[config.mk]
export PLATFORM = sky130hd
export DESIGN_NAME = brk_match_ctrl
export DESIGN_NICKNAME = d
export VERILOG_FILES = /design/src/rtl/brk_match_ctrl.sv
export SDC_FILE = /design/constraint.sdc
export NUM_CORES = 1
export LEC_CHECK = 0
export ABC_AREA = 1
export CAP_MARGIN = 5
export CORE_ASPECT_RATIO = 0.8
export CORE_UTILIZATION = 55
export DETAILED_ROUTE_END_ITERATION = 12
export MAX_ROUTING_LAYER = met4
export PLACE_DENSITY = 0.86
export SETUP_SLACK_MARGIN = 0.5
export SYNTH_ARGS = -nofsm -noshare
export SYNTH_HDL_FRONTEND = slang
export SYNTH_SLANG_ARGS = --single-unit
export TNS_END_PERCENT = 5
[constraint.sdc]
create_clock -name clk -period 4 [get_ports clk]
set_input_delay 0.8 -clock clk [delete_from_list [all_inputs] [get_ports clk]]
set_output_delay 0.8 -clock clk [all_outputs]
set_load 0.01 [all_outputs]
[src/rtl/brk_match_ctrl.sv]
// Breakpoint match controller: NSLOT address slots scanned one per clock through a shared comparator.
// Define BRK_HIT_COUNT_EN to build the saturating hit counter (HIT_CNT tied to 0 otherwise).
module brk_match_ctrl #(
    parameter int unsigned NSLOT = 4,
    parameter int unsigned SW    = 2
) (
    input  logic          clk,
    input  logic          rst,
    input  logic          cfg_we,
    input  logic [SW-1:0] cfg_sel,
    input  logic [15:0]   cfg_addr,
    input  logic          cfg_en,
    input  logic [15:0]   addr,
    input  logic          addr_vld,
    output logic          addr_rdy,
    output logic          halt_req,
    input  logic          halt_ack,
    output logic [SW-1:0] hit_slot,
    input  logic          cnt_clr,
    output logic [7:0]    hit_cnt
);

    localparam logic [SW-1:0] LAST = SW'(NSLOT - 1);

    typedef enum logic [1:0] {
        IDLE = 2'd0,
        SCAN = 2'd1,
        HIT  = 2'd2
    } state_t;

    state_t            state_q;
    state_t            state_d;
    logic [15:0]       cap_q;
    logic [SW-1:0]     idx_q;
    logic              cmp_vld_q;
    logic              cmp_hit_q;
    logic [SW-1:0]     cmp_idx_q;
    logic [15:0]       slot_addr_q [NSLOT];
    logic [NSLOT-1:0]  slot_en_q;
    logic              cmp_hit_c;
    logic              enter_hit_c;

    // Slot registers; writes to nonexistent slots are dropped
    always_ff @(posedge clk or posedge rst) begin
        if (rst) begin
            for (int unsigned i = 0; i < NSLOT; i++) begin
                slot_addr_q[i] <= '0;
            end
            slot_en_q <= '0;
        end else if (cfg_we && (32'(cfg_sel) < NSLOT)) begin
            slot_addr_q[cfg_sel] <= cfg_addr;
            slot_en_q[cfg_sel]   <= cfg_en;
        end
    end

    always_ff @(posedge clk or posedge rst) begin
        if (rst) begin
            state_q <= IDLE;
        end else begin
            state_q <= state_d;
        end
    end

    // Compare result is registered; the decision acts on it one cycle later
    always_comb begin
        state_d     = state_q;
        cmp_hit_c   = slot_en_q[idx_q] && (slot_addr_q[idx_q] == cap_q);
        enter_hit_c = 1'b0;
        case (state_q)
            IDLE: begin
                if (addr_vld) begin
                    state_d = SCAN;
                end
            end
            SCAN: begin
                if (cmp_vld_q && cmp_hit_q) begin
                    state_d     = HIT;
                    enter_hit_c = 1'b1;
                end else if (cmp_vld_q && (cmp_idx_q == LAST)) begin
                    state_d = IDLE;
                end
            end
            HIT: begin
                if (halt_ack) begin
                    state_d = IDLE;
                end
            end
            default: state_d = IDLE;
        endcase
    end

    always_ff @(posedge clk or posedge rst) begin
        if (rst) begin
            cap_q     <= '0;
            idx_q     <= '0;
            cmp_vld_q <= 1'b0;
            cmp_hit_q <= 1'b0;
            cmp_idx_q <= '0;
            hit_slot  <= '0;
            addr_rdy  <= 1'b1;
            halt_req  <= 1'b0;
        end else begin
            addr_rdy  <= (state_d == IDLE);
            halt_req  <= (state_d == HIT);
            cmp_vld_q <= (state_q == SCAN) && (state_d == SCAN);
            cmp_hit_q <= cmp_hit_c;
            cmp_idx_q <= idx_q;
            if ((state_q == IDLE) && addr_vld) begin
                cap_q <= addr;
                idx_q <= '0;
            end else if ((state_q == SCAN) && (idx_q != LAST)) begin
                idx_q <= idx_q + SW'(1);
            end
            if (enter_hit_c) begin
                hit_slot <= cmp_idx_q;
            end
        end
    end

`ifdef BRK_HIT_COUNT_EN
    localparam int unsigned CW = 8;
    logic [CW-1:0] cnt_q;

    // Saturating hit counter; clear wins over a same-cycle increment
    always_ff @(posedge clk or posedge rst) begin
        if (rst) begin
            cnt_q <= '0;
        end else if (cnt_clr) begin
            cnt_q <= '0;
        end else if (enter_hit_c && (cnt_q != '1)) begin
            cnt_q <= cnt_q + CW'(1);
        end
    end

    assign hit_cnt = cnt_q;
`else
    logic cnt_clr_unused;
    assign cnt_clr_unused = cnt_clr;
    assign hit_cnt        = '0;
`endif

endmodule
=== After elaboration in Yosys (flattened, before gate mapping) ===
Cells that the tools add are included.

* Latch bits: 0
* Memories: 0
* Memory bits (writable): 0
* ROM bits: 0
* Logic and storage cells: 61
* Input bits: 41
* Output and inout port bits: 12
* Register bits after elaboration: 96

* $add $sub $neg: 1
* Shift operators: 0
* Div/mod/pow operators: 0
* Mux-type cells: 20
* Equality and inequality tests: 7
* Reduce and logical (&&, ||, !) cells: 11
* Order comparisons: 6
* $mul: 0
* Bitwise gates (word level): 2

{| class="wikitable"
|+ Operators with widths
! cell !! count
|-
| 64-bit bitwise mux || 1
|-
| 16-bit 2-to-1 mux || 3
|-
| 16-bit binary-select mux with 2-bit select || 1
|-
| 16-bit demux with 2-bit select || 1
|-
| 16-bit == test || 1
|-
| 2-bit 2-to-1 mux || 6
|-
| 1-bit logical AND || 8
|-
| 2-bit == test (second input constant) || 3
|-
| 3-bit greater-or-equal comparator (second input constant) || 2
|-
| 2-bit by 3-bit less-than comparator with 1-bit output (second input constant) || 2
|-
| 2-bit NOT with 3-bit output || 2
|-
| 2-bit one-hot mux with 3 select lines || 1
|-
| 4-bit bitwise mux || 1
|-
| 2-bit by 1-bit == test with 1-bit output (second input constant) || 2
|-
| 2-bit logical NOT || 2
|-
| 1-bit 2-to-1 mux || 4
|-
| 3-bit by 1-bit less-than comparator with 1-bit output (second input constant) || 1
|-
| 2-bit by 1-bit adder with 2-bit output (second input constant) || 1
|-
| 1-bit binary-select mux with 2-bit select || 1
|-
| 1-bit demux with 2-bit select || 1
|-
| 2-bit by 1-bit greater-or-equal comparator with 1-bit output (second input constant) || 1
|-
| 2-bit inequality test (second input constant) || 1
|-
| 2-bit nonzero test || 1
|}

=== Depth between registers and ports, before layout ===
* Word-level depth: 7
* Depth in mapped cells: 13
* Gate-level depth less buffers: 11

=== Least setup slack after synthesis ===
OpenSTA, ideal clock, no wires.

* Kind: input -> register
* From: input port addr_vld
* To: register addr_rdy
* Path buffers: 0
* Data required time: 3.933 ns
* Setup slack: 2.421 ns
* Data arrival time: 1.512 ns
* Setup time: 0.067 ns
* Stages: 4
* Cells stage by stage: nand2_2 > clkinv_1 > or2_2 > nor2_1

* Cells in the longest elaborated chain, start to end: 3

{| class="wikitable"
|+ Ends and longest elaborated chain
! what !! line !! source
|-
| from (decl) || 14 || <nowiki>input logic addr_vld,</nowiki>
|-
| 2-bit 2-to-1 mux || 71 || <nowiki>if (addr_vld) begin</nowiki>
|-
| 2-bit one-hot mux with 3 select lines || 69 || <nowiki>case (state_q)</nowiki>
|-
| named net state_d[0] || 32 || <nowiki>state_t state_d;</nowiki>
|-
| 2-bit logical NOT || 103 || <nowiki>addr_rdy <= (state_d == IDLE);</nowiki>
|-
| to (signal assigned) || 103 ||
|-
| to (decl) || 15 || <nowiki>output logic addr_rdy,</nowiki>
|}

The timed path passes the listed nets, and every way through them passes these cells.
A chain may end at the register's enable or synchronous reset.

=== Worst setup path after layout ===
Ends and elaborated chain as after synthesis.

==> flow_metrics.tcl <==
set metrics [dict create \
    outcome "complete, no violations" \
    drt_first_iter_violations 276 \
    critPathArrivalTime_ns 2.60 \
    clock_power_share 0.208 \
    critPathRequiredTime_ns 4.30 \
    clock_skew_ns 0.00966 \
    ys_types 25 \
    num-nets-final 618 \
    routed_wl_um 9630 \
    fmax_ghz 0.434 \
    syn-instance-count 539 \
    fp.dieH_um 82.0 \
    numPortBuffers 43 \
    synth-seq-cells 96 \
    gp_congestion 0.773 \
    critPathMaxStageDelay_ns 0.56 \
    yosysSeqAreaShare 0.546 \
    yosysTopAreaCell "dfrtp_1" \
    start_util 0.581 \
    drtPass1Iterations 5 \
    numCtsBuffers 9 \
    setup_viol 0 \
    avgSynthCellArea_um2 8.16 \
    clkTransAtPathRegs_ns 0.10 \
    grt_max_degree 41 \
    drc 0 \
    grt_pass1_wl_um 16100 \
    wl_per_cell_um 14.0 \
    power_leakage_nw 2.51 \
    clkSinkCount 96 \
    yosys-top-cells-area "dfrtp_1 54%, nand2_1 19%, o21ai_0 9.4%" \
    rows 28 \
    area_growth_pct 14.5 \
    ant_nets 0 \
    hpwlAfterDp_um 6280 \
    max-vdd-ir-drop_mv 0.275 \
    num_vias 3648 \
    period_share 0.577 \
    switching_share 0.391 \
    fp.dieArea_um2 8360 \
    design.core.area_um2 7570 \
    pre_cts_ws_ns 1.33 \
    die_x_um 102 \
    n_fill_cell 641 \
    drive_above_1_share 0.0637 \
    rsz0062_at_grt "no" \
    io_pins 53 \
    cellPowerDensity_nw_per_um2 606 \
    pwr-share-comb 0.340 \
    clkLatencyLatePin_ns 0.35 \
    endpoint_kind "flop" \
    reg2reg_from "idx_q[0]" \
    ys_warn_count 0 \
    synthesis.area_um2 4400 \
    grt_usage 0.262 \
    crit_type "in -> reg" \
    hold_buffers 0 \
    hold_start "slot_addr_q[19]" \
    hold_class "reg -> reg" \
    start_kind "input pin" \
    clk_path_buf_depth 2 \
    slew_headroom 0.438 \
    drv_slew 0 \
    ctsHtreeMaxLevel 3 \
    cts_tree "built" \
    cap_violations 0 \
    final_common_cell "nand2_1" \
    diodes 0 \
    avgViaCountPerCell 5.32 \
    worstMarginPinSlew_ns 0.844 \
    hold_violations 0 \
    cp_cell_sequence "clkdlybuf4s50_1 > nand2_2 > clkinv_1 > or2_2 > nor2_1" \
    setup.worst_path.start "addr_vld" \
    seqPwrFrac 0.452 \
    tns_ns 0 \
    yosysTopAreaCellShare 0.540 \
    cp_slowest_cell "clkinv_1" \
    grt_pass1_vias 3539 \
    intPower_mw 1.86 \
    clk_root_buffer_cell "clkbuf_8" \
    layout_setup_ws_ns 1.69 \
    period_needed_ns 2.31 \
    post_cts_buffers 0 \
    antenna_found_initial 0 \
    grt.overflow.total 0 \
    p_switching_mw 1.19 \
    crit_fanout 27 \
    cts_resized 0 \
    final_cell_mix "217 x nand2_1, 95 x dfrtp_1, 83 x o21ai_0" \
]
==> registers in the layout, summed over array words and instances, names as in the netlist, 2 cells and up <==
register,flops
hit_slot,2
slot_en_q,4
idx_q,2
slot_addr_q,64
cap_q,16
cmp_idx_q,2
state_q,2
==> synthesized netlist by cell type <==
cell,count
a311oi_1,1
buf_2,1
buf_4,11
buf_6,5
buf_8,1
clkbuf_1,14
clkinv_1,1
conb_1,1
dfrtp_1,95
dfstp_2,1
ha_1,1
inv_1,34
inv_4,1
inv_8,1
mux2_2,2
nand2_1,217
nand2_2,3
nand3_1,46
nand3_2,3
nor2_1,13
o21ai_0,83
o22ai_1,1
or2_2,1
xnor2_1,1
xor2_1,1
==> cell families after synthesis <==
kind of cell | after synthesis | share of synthesized area
multiplexers | 2 | 0.00512
AO/OA/AOI/OAI | 85 | 0.0978
adder cells (fa/ha/maj) | 1 | 0.00284
XOR/XNOR | 2 | 0.00398
flip-flops | 96 | 0.546
other | 1 | 0.000852
AND/OR/NAND/NOR | 283 | 0.261
buffers and inverters | 69 | 0.0819
==> power groups by stage <==
stage | clock network [mW] | registers, mW | logic, mW
floorplan | 0 | 1.31 | 0.862
global placement | 0 | 1.38 | 0.971
detailed placement | 0 | 1.39 | 1.02
CTS | 0.649 | 1.37 | 1.03
global route | 0.687 | 1.40 | 1.18
finish | 0.635 | 1.38 | 1.04
==> worst paths after layout <==
kind,end,slack (ns),cells after the start
min in group asynchronous,slot_addr_q[12],0.83,2
worst max-delay path,addr_rdy,1.69,5
worst max register to register,cmp_hit_q,1.83,9
max in group asynchronous,slot_addr_q[1],2.33,3
worst min-delay path,slot_addr_q[19],0.49,2
worst min register to register,slot_addr_q[19],0.49,2
==> worst max-delay path: cells and delay by family <==
kind | cells | cell delay (ns)
buffers and inverters | 2 | 0.98
AND/OR/NAND/NOR | 3 | 0.82
==> final cells by class <==
class | count | area [µm²] | share of cell area
Clock inverter | 7 | 77.6 | 0.0154
Tap cell | 105 | 131 | 0.0261
Timing Repair Buffer | 51 | 490 | 0.0973
Inverter | 37 | 150 | 0.0298
Clock buffer | 9 | 124 | 0.0246
Sequential cell | 96 | 2400 | 0.477
Multi-Input combinational cell | 381 | 1660 | 0.330
==> stage by stage <==
stage | utilization | cell area [µm²] | power [mW] | std cells | hold slack [ns]
2_1_floorplan | - | 4430 | 2.17 | 546 | 0.398
3_3_place_gp | 0.639 | 4840 | 2.35 | 670 | 0.466
3_5_place_dp | 0.639 | 4840 | 2.41 | 670 | 0.474
4_1_cts | 0.666 | 5040 | 3.05 | 686 | 0.496
5_1_grt | 0.666 | 5040 | 3.27 | 686 | 0.518
6_report | 0.666 | 5040 | 3.05 | 686 | 0.493
==> per-layer routing <==
| metal | wire length, µm | GRT usage | vias up |
|---|---|---|---|
| li1 | - | - | 1764 |
| met1 | 3970 | 0.316 | 1723 |
| met2 | 4800 | 0.441 | 146 |
| met3 | 689 | 0.0519 | 15 |
| met4 | 177 | 0.0943 | 0 |
| met5 | 0 | - | - |
Power figures use the tool's default switching activity.
